<file path="src/rtl/loopback_checker_ctr.sv">
// Saturating up-counter with synchronous clear.
// Clear wins over increment; the count sticks at all-ones.
module loopback_checker_ctr #(
    parameter int W = 16
) (
    input  logic         clk,
    input  logic         rst,
    input  logic         clear,
    input  logic         inc,
    output logic [W-1:0] count
);

    always_ff @(posedge clk or posedge rst) begin
        if (rst) begin
            count <= '0;
        end else if (clear) begin
            count <= '0;
        end else if (inc && (count != {W{1'b1}})) begin
            count <= count + 1'b1;
        end
    end

endmodule

</file>
<file path="config.mk">
export PLATFORM = sky130hd
export DESIGN_NAME = loopback_checker_ctr
export DESIGN_NICKNAME = d
export VERILOG_FILES = /design/src/rtl/loopback_checker_ctr.sv
export SDC_FILE = /design/constraint.sdc
export NUM_CORES = 1
export LEC_CHECK = 0
export BUFFER_PORTS_ARGS = -buffer_cell sky130_fd_sc_hd__buf_2
export CAP_MARGIN = 15
export CORE_AREA = 2 2 46 48
export CTS_CLUSTER_DIAMETER = 200
export CTS_CLUSTER_SIZE = 16
export DETAILED_ROUTE_END_ITERATION = 6
export DIE_AREA = 0 0 48 50
export PLACE_DENSITY = 0.73
export SYNTH_ARGS = -nofsm -noshare
export SYNTH_HDL_FRONTEND = slang
export SYNTH_SLANG_ARGS = --single-unit
</file>
<file path="constraint.sdc">
create_clock -name clk -period 2.5 [get_ports clk]
set_input_delay 0.25 -clock clk [delete_from_list [all_inputs] [get_ports clk]]
set_output_delay 0.25 -clock clk [all_outputs]
set_load 0.02 [all_outputs]
</file>
[Word level (Yosys, flattened, before mapping)]
Index checks and enable logic that the tools add are counted.
Widths: inputs -> output; s select.
Word-level totals
  input port bits: 4
  word-level logic and storage cells: 7
  output and inout bits: 16
  bits in registers: 16
Cells by class
  equality and inequality tests: 1
  add/sub/neg operators: 1
  reductions and logical operators: 2
  multiplexer cells: 2
Operators by type and width (count)
  $mux 16: 2
  $add 16x1->16 const B: 1
  $ne 16x16->1 const B: 1
  $reduce_bool 2->1: 1
  $logic_and 1x1->1: 1

[Longest topological paths before layout]
Gate-level depths: netlist of run 1.
  word-level depth: 4
  gate-level depth with buffers: 6
  gate-level depth less buffers: 5

[Worst setup path before layout of run 1]
Ideal clock, no wire load.
  path type: register -> register
  start: register count[0]
  end: register count[0]
  data required time: 2.375 ns
  arrival time: 1.783 ns
  stages on the path, launching flop included: 7
  path slack: 0.593 ns
  clock period less this slack: 1.907 ns
  path buffers: 1
  setup time: 0.125 ns
  cells stage by stage: dfrtp_1 -> ha_1 -> clkbuf_1 -> nand3_1 -> nor4_1 -> nor2b_1 -> mux2_2
Between the ends
  cells in the longest elaborated chain, start to end: 3
  elaborated cells between the ends (all ways): 6
  those cells by class: 1 x add/sub; 1 x eq/ne; 2 x mux; 2 x reduce/logical
Ends and longest elaborated chain
  start: declaration: line 10  | output logic [W-1:0] count
  start signal: assignment: line 19  | count <= count + 1'b1;
  $add 16x1->16 / $ne 16x16->1 (equally long branches): line 19, 18
  $mux 16 / $logic_and 1x1->1 (equally long branches): line 18  | end else if (inc && (count != {W{1'b1}})) begin
  $mux 16 / $reduce_bool 2->1 (equally long branches)
Parallel ways exist; a longest one is shown, timed or not. The select of a mux whose other input is x is not followed.
A chain may end at the register's enable or synchronous reset.

[Final worst setup path of run 1]
Ends and elaborated chain as after synthesis.

==> impl_metrics.toml, run 1 <==
[placed_design]
port_buffers = 19
dpl.cell_count = 143
dp_hpwl_mm = 1.50
place.gp.congestion = 0.774
preCtsSetupSlack_ns = 0.576

[global_routing]
track_usage_pct = 20.1
grt_max_degree = 20
grt_overflow = 0
grt_pass1_wl_mm = 3.51
antenna_found_initial = 0
grt_pass1_vias = 779

[cts]
cts_hold_buffers = 0
cts_tree = "done"
cts_buffers = 3
cts_setup_buffers = 0
clk_latency_ns = 0.29
ctsResizeCount = 0
cts-root-buf = "clkbuf_4"
cts_buffer_depth = 2
cts.sinks = 16
cts-htree-levels = 1
path_clk_slew_ns = 0.09

[routing]
vias = 889
remaining_drc_errors = 0
antenna_left = 0
finalWirelength_mm = 2.08
wl_per_cell_um = 14.3
wl_met2_um = 979
vias_per_cell = 6.09
wl_met1_um = 973
dr.pass1.iters = 4
dr_wl_met3_um = 77
top_layer_used = "met4"
drt_iter0_markers = 21

[synth]
postSynthAreaPerCell_um2 = 9.23
ys_ff_latch = 16
yosysSeqAreaShare_pct = 43.0
ys_warn_count = 0
synthCells = 101
synth_nets = 106
synth.distinct_cells = 29
synthesis.area_um2 = 932

[timing]
fin_crit_sh_pct = 78.7
fmax_mhz = 509
rsz0062_at_grt = "no"
setup_ws_ns = 0.534
max_slew.worst_pin.slew_ns = 0.630
slew_violations = 0
finalClockSkew_ns = 0.00301
setup_tns_ns = 0
finalHoldViolCount = 0
finalCriticalPeriod_ns = 1.97
slew_headroom_pct = 57.9
setup_viol = 0

[power_and_ir_drop]
total_power_mw = 0.434
power_switching_mw = 0.106
peakVddDrop_mv = 0.254
leakagePower_nw = 0.439
power_density_nw_per_um2 = 410
p_clk_share_pct = 31.2
seq_power_share_pct = 61.3
power.internal_mw = 0.328
p_sw_share_pct = 24.5
power_frac_comb_pct = 7.5

[layout]
regMostFlops = "count"
largest_reg_flops = 16
layout.nets = 126
num_antenna_cells = 0
drive_gt1_share_pct = 23.5
final_common_cell = "buf_2"
top_regs = "count x16"
layout_common_cells = "19 x buf_2, 16 x dfrtp_1, 12 x a21oi_1"
area_growth_pct = 13.6
layoutNonFillerInstCount = 146

[critical_path]
crit_path_end_kind = "flop"
critPathSlowestCell = "nor4_1"
crit_path_start_kind = "flop"
max_stage_delay_ns = 0.46
critPathLaunch = "count[0]"
critical_path.max_fanout = 8
arrival_ns = 2.14
cp.required_ns = 2.67
timing.rr.start = "count[0]"
critPathBufInv = 0
cp_cell_sequence = "ha_1 > nand3_1 > nor4_1 > nor2b_1 > mux2_2"
crit_family = "simple AND/OR/NAND/NOR gates"
path_class = "reg2reg"

[floorplan]
die_h_um = 50
row_count = 16
io_pins = 20
die_x_um = 48
start_util_pct = 49.0
core_area_um2 = 1900
dieArea_um2 = 2400

[worst_hold_path]
hp-class = "in2async"

[status]
status = "complete, no violations"

[job]
drv_cap = 0
## cells in the mapped netlist
cell | instances | area share [%]
mux2i_1 | 1 | 1.1
clkbuf_1 | 1 | 0.40
nand2b_1 | 2 | 1.3
nor3_1 | 4 | 2.1
ha_1 | 1 | 1.3
nand2_1 | 6 | 2.4
or3_2 | 1 | 0.81
dfrtp_1 | 16 | 43
a31oi_1 | 1 | 0.67
or4_2 | 1 | 0.94
o31ai_1 | 5 | 4.0
a21oi_1 | 12 | 6.4
nand3_1 | 7 | 3.8
nor4_1 | 3 | 2.0
nand4_1 | 4 | 2.7
o21ai_0 | 5 | 2.7
nor2_1 | 3 | 1.2
mux2_2 | 2 | 2.4
or4_1 | 6 | 4.8
and4_1 | 1 | 0.94
clkbuf_2 | 1 | 0.54
or4_4 | 1 | 1.2
dlygate4sd1_1 | 1 | 0.94
nor2b_1 | 3 | 2.0
buf_4 | 1 | 0.81
o41ai_1 | 2 | 1.9
inv_1 | 3 | 1.2
nand4_4 | 1 | 2.3
or3_1 | 6 | 4.0
## kinds of logic after synthesis
| group | count (synthesis) | share of synthesized area [%] |
|---|---|---|
| and+or+nand+nor | 49 | 32.6 |
| AOI/OAI and AO/OA | 25 | 15.7 |
| DFF | 16 | 43.0 |
| buffers and inverters | 7 | 3.89 |
| muxes | 3 | 3.49 |
| adders and majority gates | 1 | 1.34 |
## through the flow
step,utilization (%),instance area [µm²],hold WS (ns)
6_report,55.7,1060,0.0260
5_1_grt,55.7,1060,0.0740
4_1_cts,55.7,1060,0.0386
3_5_place_dp,54.5,1040,0.356
3_3_place_gp,54.5,1040,0.353
2_1_floorplan,-,932,0.164
## layer usage
| layer | GRT usage, % | vias up |
|---|---|---|
| li1 | - | 431 |
| met1 | 29.4 | 426 |
| met2 | 28.2 | 25 |
| met4 | 9.01 | 0 |
| met3 | 3.66 | 7 |
| met5 | 0 | - |
## cell type report
class	count	area, µm²
Tap cell	27	33.8
Multi-Input combinational cell	78	495
Sequential cell	16	400
Fill cell	174	843
Timing Repair Buffer	19	95.1
Clock buffer	3	22.5
Inverter	3	11.3
## worst paths after layout
kind / end / slack (ns) / cells after the start
worst max-delay path: count[0] / 0.53 / 5
worst min-delay path: count[7] / 0.03 / 2
worst max register to register: count[0] / 0.53 / 5
worst min register to register: count[14] / 0.58 / 2
max in group asynchronous: count[0] / 2.07 / 2
min in group clk: count[6] / 0.36 / 3
## power groups by stage
stage,registers [mW],clock network (mW),logic (mW)
after floorplan,0.274,0,0.0205
after global placement,0.271,0,0.0320
after detailed placement,0.271,0,0.0331
after CTS,0.266,0.142,0.0331
after global routing,0.267,0.152,0.0362
final,0.266,0.135,0.0327
(Power assumes the default switching activity.)
==> run 2, diff against run 1 <==
CORE_AREA = 2 2 41 58   (was 2 2 46 48)
DIE_AREA = 0 0 43 60   (was 0 0 48 50)
PLACE_DENSITY = 0.71   (was 0.73)
clock period = 1.7 ns   (was 2.5 ns; I/O delays follow)
==> run 2 against run 1 <==
  * The flow now finishes with violations (setup timing)
  * Combinational power rose by 99%
  * Via count rose by 16%
  * Clock power rose by 89%
  * Sequential share of layout area fell by 7.5 points
  * First-iteration DRC count fell by 38%
  * Die area rose by 7.5%
  * Largest cell class unchanged
  * Largest power group unchanged
==> impl_metrics.toml, run 2 (same netlist as run 1, synthesis figures left out) <==
[critical_path]
critPathSlowestCell = "or4_4"
reg2reg_to = "count[13]"
cp.required_ns = 1.92
critPathBufInv = 0
max_stage_delay_ns = 0.56
r2r_setup_slack_ns = -0.07
critical_path.max_fanout = 5
cp.depth = 4
crit_path_start_kind = "flop"
crit_path_end_kind = "flop"
timing.rr.start = "count[5]"
rr_worst_depth = 4
crit_family = "simple AND/OR/NAND/NOR gates"
arrival_ns = 1.99
cp_cell_sequence = "nand4_1 > or4_4 > or4_1 > a21oi_1"
path_class = "reg2reg"

[layout]
drive_gt1_share_pct = 51.7
num_antenna_cells = 0
layout.nets = 157
top_regs = "count x16"
regMostFlops = "count"
finish.utilization_pct = 65.0
ff_latch_area_um2 = 414
final_common_cell = "buf_4"
nFillCells = 181
design_area_um2 = 1370
layoutNonFillerInstCount = 173
largest_reg_flops = 16
area_growth_pct = 46.6
multi_input_area_um2 = 547
layout_common_cells = "30 x buf_4, 19 x buf_2, 11 x a21oi_1, 11 x dfrtp_2, 7 x nand3_1"

[timing]
setup_viol = 1
finalCriticalPeriod_ns = 1.77
max_slew.worst_pin.slew_ns = 0.646
fin_crit_sh_pct = 104
rsz0062_at_grt = "yes"
setup_ws_ns = -0.0673
slew_violations = 0
fmax_mhz = 566
fin_hold_ws_ns = 0.261
finalClockSkew_ns = 0.00691
slew_headroom_pct = 56.9
finalHoldViolCount = 0
setup_tns_ns = -0.0673

[routing]
antenna_left = 0
remaining_drc_errors = 0
dr.pass1.iters = 6
vias = 1033
wl_per_cell_um = 15.1
vias_per_cell = 5.97
finalWirelength_mm = 2.62
drt_iter0_markers = 13

[cts]
cts_buffer_depth = 2
cts.sinks = 16
cts-root-buf = "clkbuf_4"
cts-htree-levels = 1
clk_latency_ns = 0.29
cts_buffers = 3
path_clk_slew_ns = 0.10
cts_tree = "done"

[power_and_ir_drop]
total_power_mw = 0.712
peakVddDrop_mv = 0.280
leakagePower_nw = 0.602
power_density_nw_per_um2 = 521

[worst_hold_path]
min_to = "count[5]"
hp-class = "in2reg"
holdCritStartpoint = "clear"
whs_path_depth = 2

[global_routing]
track_usage_pct = 20.8
grt_overflow = 0
grt_max_degree = 20
grt_pass1_wl_mm = 4.10
grt_pass1_vias = 1036
antenna_found_initial = 0

[status]
status = "complete, but fails checks"
violations = "setup timing"

[floorplan]
dieArea_um2 = 2580
start_util_pct = 44.3
row_count = 20
die_h_um = 60
core_area_um2 = 2100
die_x_um = 43
io_pins = 20

[placed_design]
dpl.cell_count = 156
dp_hpwl_mm = 1.75
place.gp.congestion = 0.863
placed_cell_area_um2 = 1200
port_buffers = 19
preCtsSetupSlack_ns = -0.0525

[job]
drv_cap = 0
run 2: area by class of cell:
cell class                      instances  area share [%]
Multi-Input combinational cell         78            40.0
Sequential cell                        16            30.3
Inverter                                3           0.824
Timing Repair Buffer                   50            24.2
Tap cell                               22            2.01
Clock buffer                            4            2.66
run 2: report_power, final:
group / switching (mW) / internal [mW] / total (mW)
Clock: 0.124 / 0.130 / 0.255
Sequential: 0.00629 / 0.386 / 0.392
Combinational: 0.0377 / 0.0274 / 0.0650
run 2: timing repair:
| action | 4_1_cts | 5_1_grt |
|---|---|---|
| gates resized for setup | 0 | 9 |
| setup endpoints to repair | 5 | 12 |
| hold buffers | 1 | 0 |
| setup buffers | 6 | 6 |
| hold endpoints to repair | 16 | 0 |
| pin swaps | 2 | 6 |
run 2: worst max-delay path by stage:
stage | start | end | slack, ns
6_report | count[5] | count[13] | -0.07
5_1_grt | count[5] | count[13] | -0.14
4_1_cts | count[10] | count[13] | -0.007
3_5_place_dp | count[4] | count[13] | -0.05
3_3_place_gp | count[4] | count[13] | 0.007
2_1_floorplan | count[8] | count[13] | -0.06
run 2: routing by layer:
| layer | part of all wire [%] | GRT usage (%) |
|---|---|---|
| met1 | 37 | 21.8 |
| met5 | 0 | 0 |
| met4 | 2.0 | 13.0 |
| met2 | 56 | 38.7 |
| met3 | 4.4 | 2.42 |
